--- src/rtl/vinstr_queue_pkg.sv ---
// vinstr_queue_pkg: vector opcode constants, packet field offsets and packet classification
package vinstr_queue_pkg;
  localparam logic [6:0] OPC_VARITH = 7'b1010111;
  localparam logic [6:0] OPC_VLOAD = 7'b0000111;
  localparam logic [6:0] OPC_VSTORE = 7'b0100111;
  localparam logic [2:0] FUNCT3_OPCFG = 3'b111;
  localparam int INSTR_LSB = 64;
  localparam int DATA2_LSB = 32;
  localparam int DATA1_LSB = 0;
  typedef enum logic [1:0] {CLS_ILLEGAL, CLS_VECTOR, CLS_VSET} vcls_t;
  function automatic vcls_t classify(input logic [6:0] opc, input logic [2:0] f3);
    return (opc == OPC_VARITH && f3 == FUNCT3_OPCFG) ? CLS_VSET :
           (opc == OPC_VARITH || opc == OPC_VLOAD || opc == OPC_VSTORE) ? CLS_VECTOR : CLS_ILLEGAL;
  endfunction
endpackage

--- src/rtl/vqueue_mem.sv ---
// vqueue_mem: DEPTH x W register array (i_we/i_waddr/i_wdata write port, i_raddr -> o_rdata async read), no reset
module vqueue_mem #(
  parameter int DEPTH = 4,
  parameter int W = 96,
  parameter int AW = $clog2(DEPTH)
) (
  input  logic          clk,
  input  logic          i_we,
  input  logic [AW-1:0] i_waddr,
  input  logic [W-1:0]  i_wdata,
  input  logic [AW-1:0] i_raddr,
  output logic [W-1:0]  o_rdata
);
  logic [W-1:0] r_mem [DEPTH];
  always_ff @(posedge clk)
    if (i_we) r_mem[i_waddr] <= i_wdata;
  assign o_rdata = r_mem[i_raddr];
endmodule

--- src/rtl/vinstr_queue.sv ---
// vinstr_queue: vector instruction FIFO (valid_i/ready_o in, valid_o/ready_i out, flush_i) dropping non-vector packets, reporting occupancy_o/vset_cnt_o/drop_o
module vinstr_queue #(
  parameter int DEPTH = 4,
  parameter int DATA_FROM_SCALAR = 96
) (
  input  logic                          clk,
  input  logic                          rst,
  input  logic                          valid_i,
  output logic                          ready_o,
  input  logic [DATA_FROM_SCALAR-1:0]   vector_instructions_i,
  input  logic                          flush_i,
  output logic                          valid_o,
  input  logic                          ready_i,
  output logic [DATA_FROM_SCALAR-1:0]   vector_instructions_o,
  output logic [$clog2(DEPTH):0]        occupancy_o,
  output logic [$clog2(DEPTH):0]        vset_cnt_o,
  output logic                          drop_o
);
  import vinstr_queue_pkg::*;
  localparam int AW = $clog2(DEPTH);
  localparam int CW = AW + 1;
  logic [AW-1:0] r_head, r_tail;
  logic [CW-1:0] r_occ, r_vcnt;
  logic r_drop;
  logic [DATA_FROM_SCALAR-1:0] w_head_word;
  vcls_t w_cls_in, w_cls_out;
  logic w_push, w_pop, w_wr, w_vin, w_vout;
  always_comb begin
    w_cls_in = classify(vector_instructions_i[INSTR_LSB +: 7], vector_instructions_i[INSTR_LSB+12 +: 3]);
    w_cls_out = classify(w_head_word[INSTR_LSB +: 7], w_head_word[INSTR_LSB+12 +: 3]);
    w_push = valid_i & ready_o;
    w_pop = valid_o & ready_i;
    w_wr = w_push & (w_cls_in != CLS_ILLEGAL) & ~flush_i;
    w_vin = w_wr & (w_cls_in == CLS_VSET);
    w_vout = w_pop & (w_cls_out == CLS_VSET);
  end
  always_ff @(posedge clk)
    if (rst || flush_i) begin
      r_head <= '0;
      r_tail <= '0;
      r_occ <= '0;
      r_vcnt <= '0;
      r_drop <= 1'b0;
    end else begin
      if (w_wr) r_tail <= r_tail + AW'(1);
      if (w_pop) r_head <= r_head + AW'(1);
      r_occ <= r_occ + CW'(w_wr) - CW'(w_pop);
      r_vcnt <= r_vcnt + CW'(w_vin) - CW'(w_vout);
      r_drop <= w_push & (w_cls_in == CLS_ILLEGAL);
    end
  vqueue_mem #(.DEPTH(DEPTH), .W(DATA_FROM_SCALAR)) u_mem (
    .clk(clk),
    .i_we(w_wr),
    .i_waddr(r_tail),
    .i_wdata(vector_instructions_i),
    .i_raddr(r_head),
    .o_rdata(w_head_word)
  );
  assign ready_o = r_occ != CW'(DEPTH);
  assign valid_o = r_occ != '0;
  assign occupancy_o = r_occ;
  assign vset_cnt_o = r_vcnt;
  assign drop_o = r_drop;
  assign vector_instructions_o = w_head_word;
endmodule
--- config.mk ---
export PLATFORM = sky130hd
export DESIGN_NAME = vinstr_queue
export DESIGN_NICKNAME = d
export VERILOG_FILES = /design/src/rtl/vinstr_queue_pkg.sv /design/src/rtl/vqueue_mem.sv /design/src/rtl/vinstr_queue.sv
export SDC_FILE = /design/constraint.sdc
export NUM_CORES = 1
export LEC_CHECK = 0
export BUFFER_PORTS_ARGS = -buffer_cell sky130_fd_sc_hd__buf_2
export CORE_MARGIN = 8
export CORE_UTILIZATION = 30
export DETAILED_ROUTE_END_ITERATION = 12
export GPL_TIMING_DRIVEN = 0
export SLEW_MARGIN = 25
export SYNTH_ARGS = -nofsm -noshare
export SYNTH_HDL_FRONTEND = slang
export SYNTH_HIERARCHICAL = 1
export SYNTH_SLANG_ARGS = --single-unit
--- constraint.sdc ---
create_clock -name clk -period 12 [get_ports clk]
set_clock_uncertainty 0.1 [all_clocks]
set_input_delay 0.6 -clock clk [delete_from_list [all_inputs] [get_ports clk]]
set_output_delay 0.6 -clock clk [all_outputs]
set_load 0.02 [all_outputs]
==> results by group, run 1 <==
Floorplan
  – Die outline height: 236 um
  – Number of top-level pins: 206
  – Placeable Area: 47700 um^2
  – DIE WIDTH: 236 um
  – Effective utilization at floorplan: 0.304
  – Floorplan row count: 80
  – Die ar.: 55700 um^2

CTS
  – Clk_lat worst skew: 0.55 ns
  – Resize count post-CTS: 0
  – Number of sinks on the clock net: 395
  – Max Root-Sink Buffers: 3
  – Clock tree from TritonCTS: built
  – Number of buffers inserted to repair setup after CTS: 0
  – Number of CTS-inserted buffers: 43
  – Number of H-tree levels: 2
  – Clock tree root buffer cell: clkbuf_16
  – Cts-stage hold buffer count: 0
  – Register clock-pin slew on the reported worst setup and hold paths: 0.06 ns

Critical path
  – Highest net fanout along the worst path: 10
  – Standard cell with the maximum stage delay on the critical path: mux4_2
  – Cells along the critical path: buf_2 -> buf_2 -> buf_2 -> mux4_2 -> and4b_1 -> and3_1 -> ha_1 -> inv_1 -> ha_1 -> inv_1 -> fa_1 -> xor2_1 -> xnor2_1 -> nor2_1
  – Worst Path Buf+Inv: 5
  – Arrival time at the worst endpoint: 3.94 ns
  – Cell occurring most often along the worst timing path: buf_2
  – RR Startpoint: r_head[1]$_SDFFE_PP0P_
  – Top Family by Delay on Critical Path: buffers and inverters
  – Start-to-end type of the worst setup path: reg -> reg
  – Crit path capture type: flop
  – Crit path largest cell delay: 0.39 ns
  – Critical path depth in cells: 14
  – R2r setup slk: 8.39 ns
  – Reg2Reg Depth: 14
  – Worst Setup Start Kind: flop
  – Data required time of the critical path: 12.33 ns
  – Worst r2r dst: vset_cnt_o[2]$_SDFF_PP0_

Synth
  – Number of register bits inferred by synthesis: 395
  – Area leader, netlist: edfxtp_1
  – Sequential area share after synthesis: 0.809
  – Count of flip-flops with a built-in enable after synthesis: 384
  – Area fraction of the dominant cell type after synthesis: 0.794
  – Commonest cells in the netlist: edfxtp_1, mux4_2, buf_2, dfxtp_1, nor2_1
  – Count of unique library cells instantiated by Yosys: 36
  – Synthesized area divided by synthesized cell count: 25.3 um^2
  – Top cells by area in the synthesized netlist: edfxtp_1, mux4_2, dfxtp_1
  – Synthesized netlist cell count: 573
  – Post-synth net total: 680
  – Most repeated cell in the gate-level netlist after synthesis: edfxtp_1
  – Area of the mapped netlist: 14500 um^2
  – Share of flip-flops with an asynchronous set or reset: 0
  – Number of warnings printed during yosys synthesis: 6
  – Synth Flop Type: edfxtp_1

Detailed routing
  – Count of vias placed by the detailed router: 6788
  – Post-route antenna net violation count: 0
  – Final routed DRC violation total: 0
  – First-pass iteration count of the detailed router: 4
  – Drt initial violations: 346
  – Via-to-Cell Ratio: 4.55
  – WL/cell: 21.3 um
  – Final wirelength: 31700 um

Finish
  – Area growth from synthesis to final layout: 23.9%
  – Finished Cell Area: 18000 um^2
  – Final net count: 954
  – Fraction of final layout cells with drive strength greater than 1: 0.465
  – Final Core Density: 0.377

GRT
  – Global route total overflow: 0
  – First-pass GRT wire length: 47700 um
  – Met3 usage in global routing: 0.0367
  – Antenna violations before repair: 4
  – Fraction of met1 tracks used by global routing: 0.141
  – Aggregate global-route resource usage: 0.113
  – GR peak layer: met2
  – Via count of the first global-routing pass: 7519
  – Largest net degree at the start of global routing: 33
  – Met2 capacity usage during global routing: 0.184

Timing
  – Pins over their slew limit: 0
  – Setup Viol. Count Final: 0
  – Clock period minus final worst setup slack: 3.61 ns
  – Period Utilization, post-route: 0.301
  – Count of final hold-check violations: 0
  – Setup repair after global routing missed its margin: no
  – Max-slew headroom at the worst pin: 0.490
  – Maximum clock frequency: 277 MHz
  – Total negative slack: 0 ns
  – Worst slew pin tran: 0.765 ns

Flow run
  – Max-Cap Viols: 0

Placed design
  – Weighted congestion reported at the end of routability-driven placement: 0.689
  – Post-DP HPWL: 21300 um
  – Buffers added on ports: 205
  – Post-place instance area: 16600 um^2

Power
  – Total design power: 2.83 mW
  – Maximum vdd ir drop: 98.7 uV
  – Sequential power share: 0.535
  – Net switching power: 535 uW
  – Power per standard cell area: 157 nW/um^2
  – Internal Pwr Total: 2.30 mW
  – Fraction of power spent switching nets: 0.189
  – Clock power share: 0.452
  – Part of the total power dissipated in combinational logic: 0.014
  – Static leakage: 5.97 nW

Worst hold path
  – Worst-case hold path end point: u_mem/r_mem[0][12]$_DFFE_PP_
  – Worst Hold Launch: vector_instructions_i[12]
  – Hold Path Stages: 1
  – Hold Crit Class: in -> reg

Run status
  – Status: finished, final reports clean
-- worst max path at each step --
stage	startpoint	end	slack (ns)
2_1_floorplan	vector_instructions_i[67]	u_mem/r_mem[0][0]$_DFFE_PP_	3.05
3_3_place_gp	vector_instructions_i[67]	u_mem/r_mem[0][13]$_DFFE_PP_	-3.87
3_5_place_dp	r_head[1]$_SDFFE_PP0P_	vset_cnt_o[2]$_SDFF_PP0_	8.29
4_1_cts	r_head[1]$_SDFFE_PP0P_	vset_cnt_o[2]$_SDFF_PP0_	8.26
5_1_grt	r_head[1]$_SDFFE_PP0P_	vset_cnt_o[2]$_SDFF_PP0_	8.12
6_report	r_head[1]$_SDFFE_PP0P_	vset_cnt_o[2]$_SDFF_PP0_	8.39
-- metal layers --
metal,vias up,routed length (um)
li1,3013,-
met1,3537,13500
met2,173,15400
met3,61,2090
met4,4,756
met5,-,27
-- registers in the layout (all words and copies together), names as in the netlist --
| name | cells |
|---|---|
| u_mem/r_mem | 384 |
| occupancy_o | 3 |
| vset_cnt_o | 3 |
| r_head | 2 |
| r_tail | 2 |
| drop_o | 1 |
-- cells in the final DEF, fill, tap and decap left out, types with 3 or more instances in the layout --
cell	netlist	routed
dfxtp_1	11	11
buf_4	0	12
nand2_1	3	3
inv_1	6	6
buf_8	4	4
mux4_2	96	96
xnor2_1	4	4
clkbuf_16	0	45
clkinv_2	0	5
buf_2	11	216
clkbuf_1	6	18
clkinv_1	0	7
buf_12	1	10
nor2_1	7	7
buf_6	1	4
edfxtp_1	384	384
and2_1	3	3
a21oi_1	3	3
ha_1	4	4
bufinv_16	0	4
-- stage by stage --
stage	std cells	hold WS [ns]	worst slack, ns
6_report	1492	0.157	8.39
5_1_grt	1491	0.130	8.12
4_1_cts	1491	0.109	8.26
3_5_place_dp	1417	0.402	8.29
3_3_place_gp	1393	0.399	-3.87
2_1_floorplan	573	0.372	3.05
-- cell families after synthesis --
family | Yosys count | synth area share
DFF | 395 | 0.809
buffers and inverters | 29 | 0.0132
muxes | 97 | 0.150
AOI/OAI and AO/OA | 6 | 0.00259
xor gates and xnor gates | 6 | 0.00362
adders and majority gates | 6 | 0.00621
and+or+nand+nor | 34 | 0.0153
-- final cells by class --
| cell class | count | area [um^2] |
|---|---|---|
| Fill cell | 4311 | 29800 |
| Sequential cell | 395 | 11800 |
| Multi-Input combinational cell | 149 | 2590 |
| Timing Repair Buffer | 229 | 1330 |
| Clock buffer | 57 | 1170 |
| Tap cell | 615 | 769 |
| Clock inverter | 17 | 179 |
| Buffer | 23 | 169 |
| Inverter | 6 | 22.5 |
| Antenna cell | 1 | 2.50 |
-- power by group through the flow --
| stage | logic [mW] | clock network [mW] | registers, mW |
|---|---|---|---|
| 6_report | 0.0389 | 1.28 | 1.51 |
| 5_1_grt | 0.0436 | 1.37 | 1.51 |
| 3_5_place_dp | 0.0396 | 0 | 1.54 |
| 2_1_floorplan | 0.00632 | 0 | 1.54 |
| 4_1_cts | 0.0398 | 1.32 | 1.51 |
| 3_3_place_gp | 0.0360 | 0 | 1.54 |
No activity file was read; power rests on OpenSTA's default activity.
==> run 2, diff against run 1 <==
--- a/config.mk
+++ b/config.mk
@@ -5,6 +5,7 @@
 export SDC_FILE = /design/constraint.sdc
 export NUM_CORES = 1
 export LEC_CHECK = 0
+export ABC_AREA = 1
 export BUFFER_PORTS_ARGS = -buffer_cell sky130_fd_sc_hd__buf_2
 export CORE_MARGIN = 8
 export CORE_UTILIZATION = 30
==> constraint.sdc (replaced) <==
create_clock -name clk -period 3.45 [get_ports clk]
set_clock_uncertainty 0.1 [all_clocks]
set_input_delay 0.1725 -clock clk [delete_from_list [all_inputs] [get_ports clk]]
set_output_delay 0.1725 -clock clk [all_outputs]
set_load 0.02 [all_outputs]
==> run 2 against run 1 <==
Against the previous run: critical path depth increased by 3; setup slack got worse by 8.1 ns; register-to-register slack got worse by 8.1 ns; global-route usage increased by 2.7 points; first-iteration DRC count increased by 110%; sequential power increased to 3.5 times the previous value; via count increased by 72%; hold slack improved by 0.095 ns; fmax increased by 13%.
==> results by group, run 2 <==
Floorplan
  – Number of top-level pins: 206
  – Floorplan row count: 86
  – Placeable Area: 55100 um^2
  – Die ar.: 63600 um^2
  – DIE WIDTH: 252 um
  – Die outline height: 252 um
  – Effective utilization at floorplan: 0.304

Finish
  – Final net count: 2094
  – Final Non-Filler Cells: 2769
  – Biggest register: u_mem/r_mem
  – Most common cell after layout, fill and taps aside: nand2_1
  – Fraction of final layout cells with drive strength greater than 1: 0.183
  – Area growth from synthesis to final layout: 29.3%
  – Max reg flops: 384
  – Commonest cells after routing, fill and taps aside: nand2_1, inv_1, edfxtp_1, buf_2, nand3_1

Synth
  – Share of flip-flops with an asynchronous set or reset: 0
  – Area of the mapped netlist: 16700 um^2
  – Post-synthesis compound-gate area fraction: 0.00232
  – Commonest cells in the netlist: nand2_1, inv_1, edfxtp_1
  – Count of unique library cells instantiated by Yosys: 26
  – Top cells by area in the synthesized netlist: edfxtp_1, nand2_1, inv_1
  – Post-Synth Simple-Gate Area: 0.178
  – Post-synthesis share of cell area spent on xor and xnor gates: 0.00157
  – Area leader, netlist: edfxtp_1
  – Number of register bits inferred by synthesis: 395
  – Number of warnings printed during yosys synthesis: 6
  – Area fraction of the dominant cell type after synthesis: 0.689
  – Sequential area share after synthesis: 0.703
  – Most repeated cell in the gate-level netlist after synthesis: nand2_1
  – Count of flip-flops with a built-in enable after synthesis: 384
  – Synthesized area divided by synthesized cell count: 10.5 um^2
  – Synthesized netlist cell count: 1597
  – Share of synthesized cell area in full adder, half adder and majority cells: 0.00539
  – Portion of netlist area occupied by mux cells: 0
  – Synth Flop Type: edfxtp_1
  – Post-synth net total: 1704
  – Largest family of logic cells by synthesized area: simple AND/OR/NAND/NOR gates

Placed design
  – Post-DP HPWL: 30300 um
  – Weighted congestion reported at the end of routability-driven placement: 0.746
  – Placed cell count: 2588
  – Buffers added on ports: 205

Detailed routing
  – Drt initial violations: 732
  – Top Layer Used: met5
  – Final wirelength: 44800 um
  – Count of vias placed by the detailed router: 11700
  – Via-to-Cell Ratio: 4.22
  – Detailed-routed wire length on met2: 21500 um
  – Detailed route wirelength on metal3: 2870 um
  – WL/cell: 16.2 um
  – Final routed DRC violation total: 0
  – First-pass iteration count of the detailed router: 7
  – Routed metal-1 wirelength: 19300 um
  – Post-route antenna net violation count: 0

Timing
  – Period Utilization, post-route: 0.928
  – Clock period minus final worst setup slack: 3.20 ns
  – Count of final hold-check violations: 0
  – Max-slew headroom at the worst pin: 0.539
  – Worst slew pin tran: 0.689 ns
  – Total negative slack: 0 ns
  – Maximum clock frequency: 312 MHz
  – Pins over their slew limit: 0
  – Setup Viol. Count Final: 0
  – Setup repair after global routing missed its margin: no

CTS
  – Max Root-Sink Buffers: 3
  – Number of H-tree levels: 2
  – Clk_lat worst skew: 0.56 ns
  – Clock tree from TritonCTS: built
  – Number of CTS-inserted buffers: 45
  – Clock tree root buffer cell: clkbuf_16
  – Number of sinks on the clock net: 395
  – Number of buffers inserted to repair setup after CTS: 0
  – Register clock-pin slew on the reported worst setup and hold paths: 0.06 ns

GRT
  – Antenna violations before repair: 5
  – First-pass GRT wire length: 69000 um
  – Via count of the first global-routing pass: 12000
  – Global route total overflow: 0
  – Aggregate global-route resource usage: 0.140
  – Largest net degree at the start of global routing: 14

Critical path
  – Highest net fanout along the worst path: 10
  – Reg2Reg Depth: 17
  – Crit path capture type: flop
  – Data required time of the critical path: 3.85 ns
  – Arrival time at the worst endpoint: 3.60 ns
  – Worst Setup Start Kind: flop
  – Start-to-end type of the worst setup path: reg -> reg

Power
  – Static leakage: 9.77 nW
  – Maximum vdd ir drop: 445 uV
  – Power per standard cell area: 455 nW/um^2
  – Total design power: 9.83 mW

Worst hold path
  – Hold Crit Class: in -> reg
  – Hold Path Stages: 2

Run status
  – Status: finished, final reports clean

Flow run
  – Max-Cap Viols: 0
==> run 2: cell types whose count changed after synthesis, moves of 3 or more <==
cell      before  now
clkbuf_1       6   11
nand2_1        3  492
buf_2         11   51
xnor2_1        4    1
nor3_1         0    4
and2_1         3    0
mux4_2        96    0
inv_1          6  407
nand3_1        2  194
inv_2          0    3
buf_8          4    0
nand2_2        0    3
nor2_1         7   13
==> run 2: final timing paths <==
| check | from | slack [ns] | endpoint |
|---|---|---|---|
| setup / recovery | r_head[1]$_SDFFE_PP0P_ | 0.25 | vset_cnt_o[2]$_SDFF_PP0_ |
| hold / removal | vector_instructions_i[33] | 0.25 | u_mem/r_mem[2][33]$_DFFE_PP_ |
| setup reg to reg | r_head[1]$_SDFFE_PP0P_ | 0.25 | vset_cnt_o[2]$_SDFF_PP0_ |
| hold reg to reg | vset_cnt_o[2]$_SDFF_PP0_ | 0.37 | vset_cnt_o[2]$_SDFF_PP0_ |
==> run 2: cell families (layout without fill, tap and decap cells) <==
logic type                 count (synthesis)  in the layout
and+or+nand+nor                          713            713
buffers and inverters                    473            894
DFF                                      395            395
AOI/OAI and AO/OA                          7              7
adders and majority gates                  6              6
xor gates and xnor gates                   3              3
other                                      0              3
==> run 2: final cells by class <==
cell class	instances	area [um^2]
fill	5340	33500
sequential	395	11800
multi-input combinational	729	3190
timing repair buffer	346	2530
inverter	410	1550
clock buffer	59	1220
tap	748	936
buffer	60	329
clock inverter	19	98.8
antenna	3	7.51
==> run 2: metrics by stage <==
step	instance area [um^2]	hold slack [ns]	utilization	setup WS, ns
2_1_floorplan	16800	0.149	-	-0.423
3_3_place_gp	18800	0.254	0.340	-2.82
3_5_place_dp	19200	0.261	0.349	-0.139
4_1_cts	21600	0.209	0.392	0.00355
5_1_grt	21600	0.241	0.392	0.00144
6_report	21600	0.252	0.392	0.249
==> run 2: metal layers <==
| layer | GRT usage | up-vias |
|---|---|---|
| li1 | - | 5774 |
| met5 | 0 | - |
| met1 | 0.175 | 5513 |
| met4 | 0.0508 | 4 |
| met3 | 0.0325 | 68 |
| met2 | 0.235 | 317 |
==> run 2: where the power goes <==
part	internal [mW]	leakage, nW	switching (mW)
combinational	0.129	5.58	0.112
sequential	5.26	3.54	0.00111
clock	2.48	0.646	1.85
total	7.87	9.77	1.96
==> run 2: worst max-delay path, stage by stage, from the launching register on <==
cell	delay, ns
dfxtp_1	0.35
buf_6	0.20
buf_6	0.19
buf_2	0.28
nand3_1	0.11
nand2_1	0.13
nand2_1	0.07
nor2_1	0.14
nand4_1	0.15
nor2_1	0.13
ha_1	0.24
inv_1	0.06
ha_1	0.13
inv_1	0.05
fa_1	0.37
xnor2_1	0.20
o21ai_0	0.10
a21oi_1	0.13
==> run 2: what timing repair did <==
item	CTS	global route
pin swaps	0	0
gates resized for setup	9	13
hold buffers	103	0
endpoints found under the setup margin	1	1
endpoints found under the hold margin	395	0
==> run 3, diff against run 2 <==
--- a/config.mk
+++ b/config.mk
@@ -11,6 +11,7 @@
 export CORE_UTILIZATION = 30
 export DETAILED_ROUTE_END_ITERATION = 12
 export GPL_TIMING_DRIVEN = 0
+export SETUP_SLACK_MARGIN = 0.3
 export SLEW_MARGIN = 25
 export SYNTH_ARGS = -nofsm -noshare
 export SYNTH_HDL_FRONTEND = slang
==> run 3 against run 2 <==
Against the previous run: register-to-register slack improved by 0.13 ns; sequential cell count did not move; final cell count rose by 0.29%; power barely moved; critical path depth rose by 1; clock-buffer cell count did not move; via count rose by 0.78%; sequential power barely moved; highest routed layer unchanged; critical endpoint unchanged; cell area rose by 0.86%.
==> results by group, run 3 (synthesis gave the netlist of run 2 again) <==
Run status
  – Status: finished, final reports clean

Critical path
  – Data required time of the critical path: 3.80 ns
  – Setup crit start: r_head[1]$_SDFFE_PP0P_
  – Start-to-end type of the worst setup path: reg -> reg
  – Crit path capture type: flop
  – RR Startpoint: r_head[1]$_SDFFE_PP0P_
  – Highest net fanout along the worst path: 10
  – Arrival time at the worst endpoint: 3.42 ns
  – Worst Setup Start Kind: flop

GRT
  – First-pass GRT wire length: 69000 um
  – GR peak layer: met2
  – Aggregate global-route resource usage: 0.140
  – Fraction of met1 tracks used by global routing: 0.176
  – Met2 capacity usage during global routing: 0.235
  – Via count of the first global-routing pass: 12000
  – Largest net degree at the start of global routing: 14
  – Global route total overflow: 0
  – Antenna violations before repair: 5
  – Met3 usage in global routing: 0.0325

Worst hold path
  – Worst Hold Launch: vector_instructions_i[33]
  – Hold Crit Class: in -> reg

Power
  – Maximum vdd ir drop: 444 uV
  – Clock power share: 0.440
  – Static leakage: 9.86 nW
  – Part of the total power dissipated in combinational logic: 0.025
  – Net switching power: 1.96 mW
  – Internal Pwr Total: 7.87 mW
  – Fraction of power spent switching nets: 0.200
  – Sequential power share: 0.535
  – Power per standard cell area: 451 nW/um^2

Placed design
  – Post-DP HPWL: 30300 um
  – Post-place instance area: 19200 um^2
  – Buffers added on ports: 205
  – Post-placement setup slack: -0.139 ns
  – Placed cell count: 2588
  – Weighted congestion reported at the end of routability-driven placement: 0.746

Floorplan
  – Die outline height: 252 um
  – Die ar.: 63600 um^2
  – Number of top-level pins: 206
  – DIE WIDTH: 252 um
  – Effective utilization at floorplan: 0.304
  – Floorplan row count: 86
  – Placeable Area: 55100 um^2

Timing
  – Setup repair after global routing missed its margin: yes
  – Setup Viol. Count Final: 0
  – Worst slew pin tran: 0.675 ns
  – Period Utilization, post-route: 0.890
  – Pins over their slew limit: 0
  – Max-slew headroom at the worst pin: 0.550
  – Maximum clock frequency: 326 MHz
  – Worst path setup slack after routing: 0.380 ns
  – Clock period minus final worst setup slack: 3.07 ns
  – Total negative slack: 0 ns
  – Count of final hold-check violations: 0

Detailed routing
  – Final wirelength: 45100 um
  – WL/cell: 16.2 um
  – First-pass iteration count of the detailed router: 5
  – Drt initial violations: 715
  – Final routed DRC violation total: 0
  – Post-route antenna net violation count: 0
  – Count of vias placed by the detailed router: 11800
  – Via-to-Cell Ratio: 4.24

Flow run
  – Max-Cap Viols: 0

CTS
  – Number of CTS-inserted buffers: 45
  – Number of H-tree levels: 2
  – Clock tree root buffer cell: clkbuf_16
  – Number of sinks on the clock net: 395
  – Max Root-Sink Buffers: 3
  – Clk_lat worst skew: 0.56 ns
  – Clock tree from TritonCTS: built
  – Register clock-pin slew on the reported worst setup and hold paths: 0.06 ns

Finish
  – Fillcell total: 5332
  – Commonest cells after routing, fill and taps aside: nand2_1, inv_1, edfxtp_1, buf_2, nand3_1
  – Area growth from synthesis to final layout: 30.4%
  – Most common cell after layout, fill and taps aside: nand2_1
  – Final net count: 2102
  – Finished Cell Area: 21800 um^2
  – Final Non-Filler Cells: 2777
  – Max reg flops: 384
  – Fraction of final layout cells with drive strength greater than 1: 0.188
  – Biggest register: u_mem/r_mem
## run 3: changes by cell type in the layout (fill, tap and decap cells not counted), moves of 2 or more
cell	change
buf_12	+5
buf_2	-2
buf_8	+3
buf_6	+3
## run 3: layer usage
metal / share of wire / vias to the layer above
met3: 0.066 / 66
met5: 0.00062 / -
met4: 0.023 / 4
met1: 0.43 / 5575
met2: 0.48 / 328
li1: - / 5794
## run 3: power by group through the flow
stage          registers [mW]  clock network [mW]  logic, mW
4_1_cts                  5.26                4.46      0.243
3_5_place_dp             5.36                   0      0.146
3_3_place_gp             5.36                   0      0.134
2_1_floorplan            5.37                   0     0.0262
6_report                 5.26                4.33      0.242
5_1_grt                  5.26                4.66      0.267
## run 3: per-stage QoR
step | hold slack, ns | utilization | total power [mW]
global route | 0.241 | 0.396 | 10.2
floorplan | 0.149 | - | 5.39
CTS | 0.209 | 0.394 | 9.97
global placement | 0.254 | 0.340 | 5.50
detailed placement | 0.261 | 0.349 | 5.51
finish | 0.251 | 0.396 | 9.83
## run 3: critical path, cell delays in order (launching register included)
cell and delay (ns):
dfxtp_2 0.33, buf_12 0.15, inv_8 0.10, buf_12 0.15
buf_8 0.14, nand3_1 0.08, nand2_1 0.14, inv_1 0.08
nor4_2 0.16, nand4_1 0.18, nor2_1 0.15, ha_1 0.23
inv_1 0.06, ha_1 0.13, inv_1 0.05, fa_2 0.35
xnor2_2 0.15, o21ai_0 0.15, a21oi_1 0.05
## run 3: path summary, 6_finish.rpt
check                                 end  slack, ns  cells past startpoint
max              vset_cnt_o[2]$_SDFF_PP0_       0.38                     18
max reg2reg      vset_cnt_o[2]$_SDFF_PP0_       0.38                     18
min          u_mem/r_mem[2][33]$_DFFE_PP_       0.25                      2
min reg2reg      vset_cnt_o[2]$_SDFF_PP0_       0.37                      2
## run 3: timing repair
item | in CTS | in global routing
pin swaps | 0 | 3
buffers inserted | 0 | 4
hold buffers | 104 | 0
setup endpoints to repair | 2 | 11
hold endpoints to repair | 395 | 0
gates resized for setup | 31 | 22
gates cloned | 0 | 0
## run 3: area by class of cell
class / instances / area (um^2) / area share
Antenna cell: 3 / 7.51 / 0.000344
Clock buffer: 59 / 1220 / 0.0560
Inverter: 410 / 1550 / 0.0712
Multi-Input combinational cell: 729 / 3200 / 0.147
Buffer: 63 / 453 / 0.0208
Sequential cell: 395 / 11800 / 0.539
Clock inverter: 19 / 98.8 / 0.00453
Tap cell: 748 / 936 / 0.0429
Timing Repair Buffer: 351 / 2570 / 0.118
